$ cat src/rtl/serial_pkg.sv
// Shared definitions for the serial FIFO controller: TX sequencer state
// encoding, STATUS/CTRL bit positions and the DATA/STATUS register select.
package serial_pkg;

    typedef enum logic [1:0] {
        T_IDLE  = 2'd0,
        T_START = 2'd1,
        T_HOLD  = 2'd2
    } tx_state_t;

    // STATUS read word layout
    localparam int ST_TX_NOT_FULL  = 0;
    localparam int ST_RX_NOT_EMPTY = 1;
    localparam int ST_OVERRUN      = 2;
    localparam int ST_RX_IE        = 3;
    localparam int ST_TX_IE        = 4;
    localparam int ST_RX_CNT_LSB   = 8;
    localparam int ST_TX_CNT_LSB   = 16;

    // CTRL write word layout
    localparam int CTRL_RX_IE   = 0;
    localparam int CTRL_TX_IE   = 1;
    localparam int CTRL_OVR_CLR = 2;

    // Register select on mode_i
    localparam logic MODE_DATA   = 1'b0;
    localparam logic MODE_STATUS = 1'b1;

endpackage

$ cat src/rtl/serial_fifo_ctrl_if.sv
// Bus and serial-side signals of serial_fifo_ctrl.
//   CPU side : enable_i, readEnable_i, mode_i, dataSave_i -> dataLoad_o, int_o
//   RX side  : rxdReady_i, rxdData_i
//   TX side  : txdBusy_i -> txdStart_o, txdData_o
// slave  = the controller, master = the CPU/serial environment.
interface serial_fifo_ctrl_if;
    logic        enable_i;
    logic        readEnable_i;
    logic        mode_i;
    logic [31:0] dataSave_i;
    logic [31:0] dataLoad_o;
    logic        int_o;
    logic        rxdReady_i;
    logic [7:0]  rxdData_i;
    logic        txdBusy_i;
    logic        txdStart_o;
    logic [7:0]  txdData_o;

    modport slave (
        input  enable_i, readEnable_i, mode_i, dataSave_i,
        input  rxdReady_i, rxdData_i, txdBusy_i,
        output dataLoad_o, int_o, txdStart_o, txdData_o
    );

    modport master (
        output enable_i, readEnable_i, mode_i, dataSave_i,
        output rxdReady_i, rxdData_i, txdBusy_i,
        input  dataLoad_o, int_o, txdStart_o, txdData_o
    );
endinterface

$ cat src/rtl/sync_fifo.sv
// Single-clock FIFO with show-ahead head data.
//   clk, rst_n     : clock, asynchronous active-low reset
//   push/wdata     : write request and data (accepted when not full, or when
//                    a pop happens in the same cycle)
//   pop/rdata      : read request (ignored when empty) and current head
//   full/empty     : occupancy flags
//   count          : entries held, $clog2(DEPTH)+1 bits
module sync_fifo #(
    parameter int WIDTH = 8,
    parameter int DEPTH = 16
) (
    input  logic                     clk,
    input  logic                     rst_n,
    input  logic                     push,
    input  logic                     pop,
    input  logic [WIDTH-1:0]         wdata,
    output logic [WIDTH-1:0]         rdata,
    output logic                     full,
    output logic                     empty,
    output logic [$clog2(DEPTH):0]   count
);
    localparam int AW = $clog2(DEPTH);
    localparam logic [AW-1:0] PTR_ONE  = AW'(1);
    localparam logic [AW:0]   CNT_ONE  = (AW+1)'(1);
    localparam logic [AW:0]   CNT_FULL = (AW+1)'(DEPTH);

    logic [WIDTH-1:0] mem [DEPTH];
    logic [AW-1:0]    wr_ptr;
    logic [AW-1:0]    rd_ptr;
    logic             do_push;
    logic             do_pop;

    assign empty   = (count == '0);
    assign full    = (count == CNT_FULL);
    assign do_pop  = pop & ~empty;
    // A full FIFO still takes a push when the head leaves in the same cycle.
    assign do_push = push & (~full | do_pop);
    assign rdata   = mem[rd_ptr];

    always_ff @(posedge clk or negedge rst_n) begin
        if (!rst_n) begin
            wr_ptr <= '0;
            rd_ptr <= '0;
            count  <= '0;
        end else begin
            if (do_push) wr_ptr <= wr_ptr + PTR_ONE;
            if (do_pop)  rd_ptr <= rd_ptr + PTR_ONE;
            case ({do_push, do_pop})
                2'b10:   count <= count + CNT_ONE;
                2'b01:   count <= count - CNT_ONE;
                default: count <= count;
            endcase
        end
    end

    // Storage carries data only; validity comes from the pointers.
    always_ff @(posedge clk) begin
        if (do_push) mem[wr_ptr] <= wdata;
    end

endmodule

$ cat src/rtl/serial_fifo_ctrl.sv
// CPU-facing serial controller: RX/TX byte FIFOs, STATUS/CTRL register,
// TX start sequencer and a registered interrupt.
//   clk, rst_n : 25 MHz clock, asynchronous active-low reset
//   bus        : serial_fifo_ctrl_if.slave (CPU access, RX byte input,
//                TX start/data output, interrupt)
// Optional feature: define SERIAL_OVERRUN_FLAG_EN to build the RX overrun
// flag (STATUS bit2, CTRL bit2 clear, overrun interrupt term).
module serial_fifo_ctrl
    import serial_pkg::*;
#(
    parameter int RX_DEPTH = 16,
    parameter int TX_DEPTH = 16
) (
    input  logic               clk,
    input  logic               rst_n,
    serial_fifo_ctrl_if.slave  bus
);
    localparam int RXCW = $clog2(RX_DEPTH) + 1;
    localparam int TXCW = $clog2(TX_DEPTH) + 1;

    logic            data_rd, data_wr, stat_rd, ctrl_wr;
    logic [7:0]      rx_head, tx_head;
    logic            rx_full, rx_empty, tx_full, tx_empty;
    logic [RXCW-1:0] rx_count;
    logic [TXCW-1:0] tx_count;
    logic            rx_ie, tx_ie, overrun;
    logic            tx_pop;
    logic [7:0]      txd_data;
    logic [31:0]     status;
    tx_state_t       state, state_nx;

    assign data_rd = bus.enable_i &  bus.readEnable_i & (bus.mode_i == MODE_DATA);
    assign data_wr = bus.enable_i & ~bus.readEnable_i & (bus.mode_i == MODE_DATA);
    assign stat_rd = bus.enable_i &  bus.readEnable_i & (bus.mode_i == MODE_STATUS);
    assign ctrl_wr = bus.enable_i & ~bus.readEnable_i & (bus.mode_i == MODE_STATUS);

    sync_fifo #(.WIDTH(8), .DEPTH(RX_DEPTH)) u_rx_fifo (
        .clk   (clk),
        .rst_n (rst_n),
        .push  (bus.rxdReady_i),
        .pop   (data_rd),
        .wdata (bus.rxdData_i),
        .rdata (rx_head),
        .full  (rx_full),
        .empty (rx_empty),
        .count (rx_count)
    );

    sync_fifo #(.WIDTH(8), .DEPTH(TX_DEPTH)) u_tx_fifo (
        .clk   (clk),
        .rst_n (rst_n),
        .push  (data_wr),
        .pop   (tx_pop),
        .wdata (bus.dataSave_i[7:0]),
        .rdata (tx_head),
        .full  (tx_full),
        .empty (tx_empty),
        .count (tx_count)
    );

    always_ff @(posedge clk or negedge rst_n) begin
        if (!rst_n) begin
            rx_ie <= 1'b0;
            tx_ie <= 1'b0;
        end else if (ctrl_wr) begin
            rx_ie <= bus.dataSave_i[CTRL_RX_IE];
            tx_ie <= bus.dataSave_i[CTRL_TX_IE];
        end
    end

`ifdef SERIAL_OVERRUN_FLAG_EN
    // A full RX FIFO is never empty, so a DATA read here always frees a slot.
    logic ovr_set;
    assign ovr_set = bus.rxdReady_i & rx_full & ~data_rd;

    // A new overrun wins over a clear issued in the same cycle.
    always_ff @(posedge clk or negedge rst_n) begin
        if (!rst_n)
            overrun <= 1'b0;
        else if (ovr_set)
            overrun <= 1'b1;
        else if (ctrl_wr && bus.dataSave_i[CTRL_OVR_CLR])
            overrun <= 1'b0;
    end
`else
    assign overrun = 1'b0;
`endif

    always_ff @(posedge clk or negedge rst_n) begin
        if (!rst_n) state <= T_IDLE;
        else        state <= state_nx;
    end

    always_comb begin
        state_nx = state;
        tx_pop   = 1'b0;
        case (state)
            T_IDLE:  if (!tx_empty && !bus.txdBusy_i) state_nx = T_START;
            T_START: begin
                tx_pop   = 1'b1;
                state_nx = T_HOLD;
            end
            // Gives the transmitter a cycle to raise busy before re-arming.
            T_HOLD:  state_nx = T_IDLE;
            default: state_nx = T_IDLE;
        endcase
    end

    // Head is captured on entry to T_START and held until the next start.
    always_ff @(posedge clk or negedge rst_n) begin
        if (!rst_n)
            txd_data <= 8'h00;
        else if (state == T_IDLE && state_nx == T_START)
            txd_data <= tx_head;
    end

    assign bus.txdStart_o = (state == T_START);
    assign bus.txdData_o  = txd_data;

    always_ff @(posedge clk or negedge rst_n) begin
        if (!rst_n)
            bus.int_o <= 1'b0;
        else
            bus.int_o <= (rx_ie & ~rx_empty) | (tx_ie & tx_empty) | (overrun & rx_ie);
    end

    always_comb begin
        status                          = '0;
        status[ST_TX_NOT_FULL]          = ~tx_full;
        status[ST_RX_NOT_EMPTY]         = ~rx_empty;
        status[ST_OVERRUN]              = overrun;
        status[ST_RX_IE]                = rx_ie;
        status[ST_TX_IE]                = tx_ie;
        status[ST_RX_CNT_LSB +: 8]      = 8'(rx_count);
        status[ST_TX_CNT_LSB +: 8]      = 8'(tx_count);
    end

    always_comb begin
        bus.dataLoad_o = 32'h0;
        if (data_rd && !rx_empty)
            bus.dataLoad_o = {24'h0, rx_head};
        else if (stat_rd)
            bus.dataLoad_o = status;
    end

endmodule

$ cat src/flat_wrapper.sv
// flat-port wrapper written by rule: the top's interface ports become plain ports
module serial_fifo_ctrl_flat import serial_pkg::*;
#(
    parameter int RX_DEPTH = 16,
    parameter int TX_DEPTH = 16
)
  (clk, rst_n, bus_enable_i, bus_readEnable_i, bus_mode_i, bus_dataSave_i, bus_rxdReady_i, bus_rxdData_i, bus_txdBusy_i, bus_dataLoad_o, bus_int_o, bus_txdStart_o, bus_txdData_o);
  serial_fifo_ctrl_if bus_i ();
  input  logic clk;
  input  logic rst_n;
  input wire logic [$bits(bus_i.enable_i)-1:0] bus_enable_i;
  input wire logic [$bits(bus_i.readEnable_i)-1:0] bus_readEnable_i;
  input wire logic [$bits(bus_i.mode_i)-1:0] bus_mode_i;
  input wire logic [$bits(bus_i.dataSave_i)-1:0] bus_dataSave_i;
  input wire logic [$bits(bus_i.rxdReady_i)-1:0] bus_rxdReady_i;
  input wire logic [$bits(bus_i.rxdData_i)-1:0] bus_rxdData_i;
  input wire logic [$bits(bus_i.txdBusy_i)-1:0] bus_txdBusy_i;
  output wire logic [$bits(bus_i.dataLoad_o)-1:0] bus_dataLoad_o;
  output wire logic [$bits(bus_i.int_o)-1:0] bus_int_o;
  output wire logic [$bits(bus_i.txdStart_o)-1:0] bus_txdStart_o;
  output wire logic [$bits(bus_i.txdData_o)-1:0] bus_txdData_o;
  assign bus_i.enable_i = bus_enable_i;
  assign bus_i.readEnable_i = bus_readEnable_i;
  assign bus_i.mode_i = bus_mode_i;
  assign bus_i.dataSave_i = bus_dataSave_i;
  assign bus_i.rxdReady_i = bus_rxdReady_i;
  assign bus_i.rxdData_i = bus_rxdData_i;
  assign bus_i.txdBusy_i = bus_txdBusy_i;
  assign bus_dataLoad_o = bus_i.dataLoad_o;
  assign bus_int_o = bus_i.int_o;
  assign bus_txdStart_o = bus_i.txdStart_o;
  assign bus_txdData_o = bus_i.txdData_o;
  serial_fifo_ctrl #(.RX_DEPTH(RX_DEPTH), .TX_DEPTH(TX_DEPTH)) u_core (.clk(clk), .rst_n(rst_n), .bus(bus_i));
endmodule
$ cat config.mk
export PLATFORM = sky130hd
export DESIGN_NAME = serial_fifo_ctrl_flat
export DESIGN_NICKNAME = d
export VERILOG_FILES = /design/src/rtl/serial_pkg.sv /design/src/rtl/serial_fifo_ctrl_if.sv /design/src/rtl/sync_fifo.sv /design/src/rtl/serial_fifo_ctrl.sv /design/src/flat_wrapper.sv
export SDC_FILE = /design/constraint.sdc
export NUM_CORES = 1
export LEC_CHECK = 0
export BUFFER_PORTS_ARGS = -buffer_cell sky130_fd_sc_hd__buf_2
export CAP_MARGIN = 30
export CORE_AREA = 2 2 168 121
export DETAILED_ROUTE_END_ITERATION = 8
export DIE_AREA = 0 0 170 123
export PLACE_DENSITY_LB_ADDON = 0.08
export SETUP_SLACK_MARGIN = 0.15
export SYNTH_ARGS = -nofsm -noshare
export SYNTH_HDL_FRONTEND = slang
export SYNTH_SLANG_ARGS = --single-unit
$ cat constraint.sdc
create_clock -name clk -period 5.5 [get_ports clk]
set_input_delay 1.1 -clock clk [delete_from_list [all_inputs] [get_ports clk]]
set_output_delay 1.1 -clock clk [all_outputs]
set_load 0.05 [all_outputs]
==> key figures <==
Power
  • P per Cell Area: 502.7 mW/mm^2
  • LEAKAGE: 4.689 nW
  • VDD IR max: 297.7 uV
  • Overall power: 0.006861 W

Final layout
  • Layout cells sized above 1: 27.84%
  • Antenna cells: 0
  • Filler instances: 1197
  • Finished Cell Area: 0.01365 mm^2
  • Fin nets: 784
  • Layout area overhead: 12.38%

Routing
  • Overall routed net length: 24.13 mm
  • Remaining DRCs: 0
  • Via density: 6.350
  • Met2 wire len: 10.53 mm
  • Antenna Nets Post-Route: 0
  • Top routing layer used: met4
  • Metal3 WL: 2.021 mm
  • Via count: 6267
  • Initial drt markers: 671
  • Avg WL per Cell: 24.45 um
  • Metal-1 WL: 11.23 mm
  • Pre-Repair DR Iteration Count: 5

Clock tree
  • Root Driver: clkbuf_16
  • Num CTS Buffers: 27
  • Post-CTS Hold Fix Bufs: 0
  • Clk Latency, worst-skew pair: 0.53 ns
  • # clock sinks: 295
  • Resized cells post-CTS: 0
  • Setup bufs post-CTS: 0
  • Max clock buf depth: 3
  • Clock slew at the register clock pins of the worst setup and hold paths: 0.06 ns
  • CTS tree: yes
  • CTS H-tree lvls: 1

Logic synthesis
  • Simple-Gate Fraction of Synth Area: 4.935%
  • Most frequent cells after synthesis: edfxtp_1, mux4_2, dfrtp_1, nor2_1, nand2_1
  • FFs w/ async S/R, synth: 13.22%
  • Number of synthesized flops with an enable pin: 256
  • Synth Area in Adders: 1.813%
  • Synth Register Bits: 295
  • Post-Syn Area: 0.01214 mm^2
  • Top_reg_cell synth: edfxtp_1
  • Count of different cell masters after synthesis: 53
  • Mapped Cells: 652
  • Area share of the largest cell type after synthesis: 63.30%
  • Main combinational cell family by area after synthesis: multiplexers
  • Top post-synthesis cells by area: edfxtp_1, mux4_2, dfrtp_1, ha_1, xnor2_1
  • Mux cell area share after synthesis: 14.53%
  • Post-Synth XOR/XNOR Area: 1.587%
  • Most instantiated library cell after synthesis: edfxtp_1
  • Area leader, netlist: edfxtp_1
  • Synthesis warning total: 0
  • Synth Area in Compound Gates: 3.215%
  • Sequential area share after synthesis: 71.34%
  • Synthesized area per cell: 18.63 um^2

Hold path
  • Hold WC Path Type: input port to asynchronous set/reset pin

Die
  • Core area: 0.01937 mm^2
  • Num rows: 43
  • IO Pins: 89
  • Initial core utilization: 62.70%
  • Die H: 123 um
  • Die W: 170 um
  • Die area: 0.02091 mm^2

Setup path
  • CP Capture Type: output pin
  • Crit-path leading delay family: flip-flops
  • WP data required: 4.40 ns
  • R2R depth: 9
  • Flop-to-flop setup slack: 2.58 ns
  • Crit-path max FO: 14
  • CP max stage delay: 0.91 ns
  • Startpoint Class: flip-flop
  • Worst flop-to-flop path endpoint: u_core.u_rx_fifo.count[4]$_DFFE_PN0P_
  • Crit-path cells: buf_4 -> mux4_2 -> o21ai_0 -> o21a_1 -> nor3_1 -> buf_2
  • Worst r2r src: u_core.u_rx_fifo.count[0]$_DFFE_PN0P_
  • WS Path Type: flip-flop to output pin
  • CP max stage cell: dfrtp_1
  • Worst EP arrival: 2.82 ns
  • Worst path bufs/invs: 2

Placed design
  • Number of port buffers: 50
  • Post-Place Cell Area: 0.01272 mm^2
  • Routability congestion estimate: 0.8159
  • Pre-CTS WS: 1.796 ns
  • DP HPWL: 15.62 mm

STA
  • Final Critical Period: 3.916 ns
  • RSZ-0062 raised after global routing: no
  • Relative slew margins: 31.95%
  • Fin crit share: 71.20%
  • Max Clock Skew: 0.01349 ns
  • Final setup fails: 0
  • Setup TNS: 0 ns
  • Final-report hold violation count: 0
  • Fmax achieved: 0.2554 GHz
  • Pins over their slew limit: 0
  • Worst Slack Setup Final: 1.584 ns
  • Slew @ Worst Pin: 1.017 ns

Global route
  • Largest net degree at the start of global routing: 36
  • Vias in the first global route: 6123
  • First-pass GRT wire length: 36.80 mm
  • Total gr overflow: 0
  • Initial antenna violation count: 0
  • Tot GR Track Use: 24.14%

Status
  • Status: finished, final reports clean

Run
  • Max-cap violations: 0
layout make-up:
type	instances	area (um^2)	area share, %
Clock buffer	31	690.7	5.060
Tap cell	247	309.0	2.264
Multi-Input combinational cell	309	3234	23.70
Clock inverter	18	217.7	1.595
Timing Repair Buffer	71	471.7	3.456
Sequential cell	295	8665	63.49
Inverter	16	60.06	0.4400
worst register-to-register path: stages, from the launching register on:
cell     delay, ns
dfrtp_1       0.46
or4_4         0.59
o21ai_4       0.31
nor2_4        0.10
ha_1          0.35
nor2b_1       0.14
o21ai_0       0.20
nor2b_1       0.28
a21oi_1       0.09
a211o_1       0.28
registers in the layout (all words and copies together), names as in the netlist, 5 cells and up:
register	count
u_core.u_tx_fifo.count	5
u_core.u_tx_fifo.mem	128
u_core.u_rx_fifo.mem	128
u_core.u_rx_fifo.count	5
u_core.bus.txdData_o	8
placed cells by master (no fill, tap or decap), drive strengths merged, types with 5 or more instances in the layout:
cell type,synthesis,routed
edfxtp,256,256
buf,33,71
mux4,67,67
dfrtp,39,39
clkbuf,12,31
nor2,27,27
nand2,25,25
and2,19,19
inv,16,16
xnor2,16,16
o22ai,16,16
ha,16,16
nor3,15,15
conb,1,14
mux2,14,14
clkinv,0,12
a21oi,11,11
mux2i,9,9
o21ai,9,9
xor2,6,6
bufinv,0,5
per-layer routing:
layer	vias to the layer above	track usage, %
li1	2686	-
met1	3261	39.30
met2	293	34.23
met3	27	5.090
met4	0	5.075
met5	-	0
cells by family after synthesis:
| kind of cell | count (synthesis) |
|---|---|
| flops | 295 |
| xor+xnor | 22 |
| other cells | 1 |
| simple gates | 113 |
| mux | 90 |
| buf+inv | 61 |
| fa+ha+maj | 17 |
| compound gates | 53 |
where the power goes:
part,switching [W],internal (W)
clock network,0.000777,0.00113
registers,0.000258,0.00269
logic,0.00108,0.000915
worst max-delay path by stage:
stage | start | depth (start not counted) | to
3_5_place_dp | bus_enable_i | 6 | u_core.u_rx_fifo.mem[11][2]$_DFFE_PP_
2_1_floorplan | bus_mode_i | 3 | bus_dataLoad_o[2]
4_1_cts | u_core.u_rx_fifo.rd_ptr[0]$_DFFE_PN0N_ | 6 | bus_dataLoad_o[2]
5_1_grt | u_core.u_rx_fifo.rd_ptr[0]$_DFFE_PN0N_ | 6 | bus_dataLoad_o[5]
3_3_place_gp | u_core.u_rx_fifo.rd_ptr[2]$_DFFE_PN0N_ | 7 | bus_dataLoad_o[1]
6_report | u_core.u_rx_fifo.rd_ptr[0]$_DFFE_PN0N_ | 6 | bus_dataLoad_o[2]
through the flow:
step                hold WS (ns)  util (%)  instances
global placement          0.4955     65.14        930
floorplan                 0.4536         -        665
detailed placement        0.5013     65.68        936
CTS                       0.4938     70.37        985
global route              0.4998     70.47        987
finish                    0.5007     70.47        987
Power figures use the tool's default switching activity.
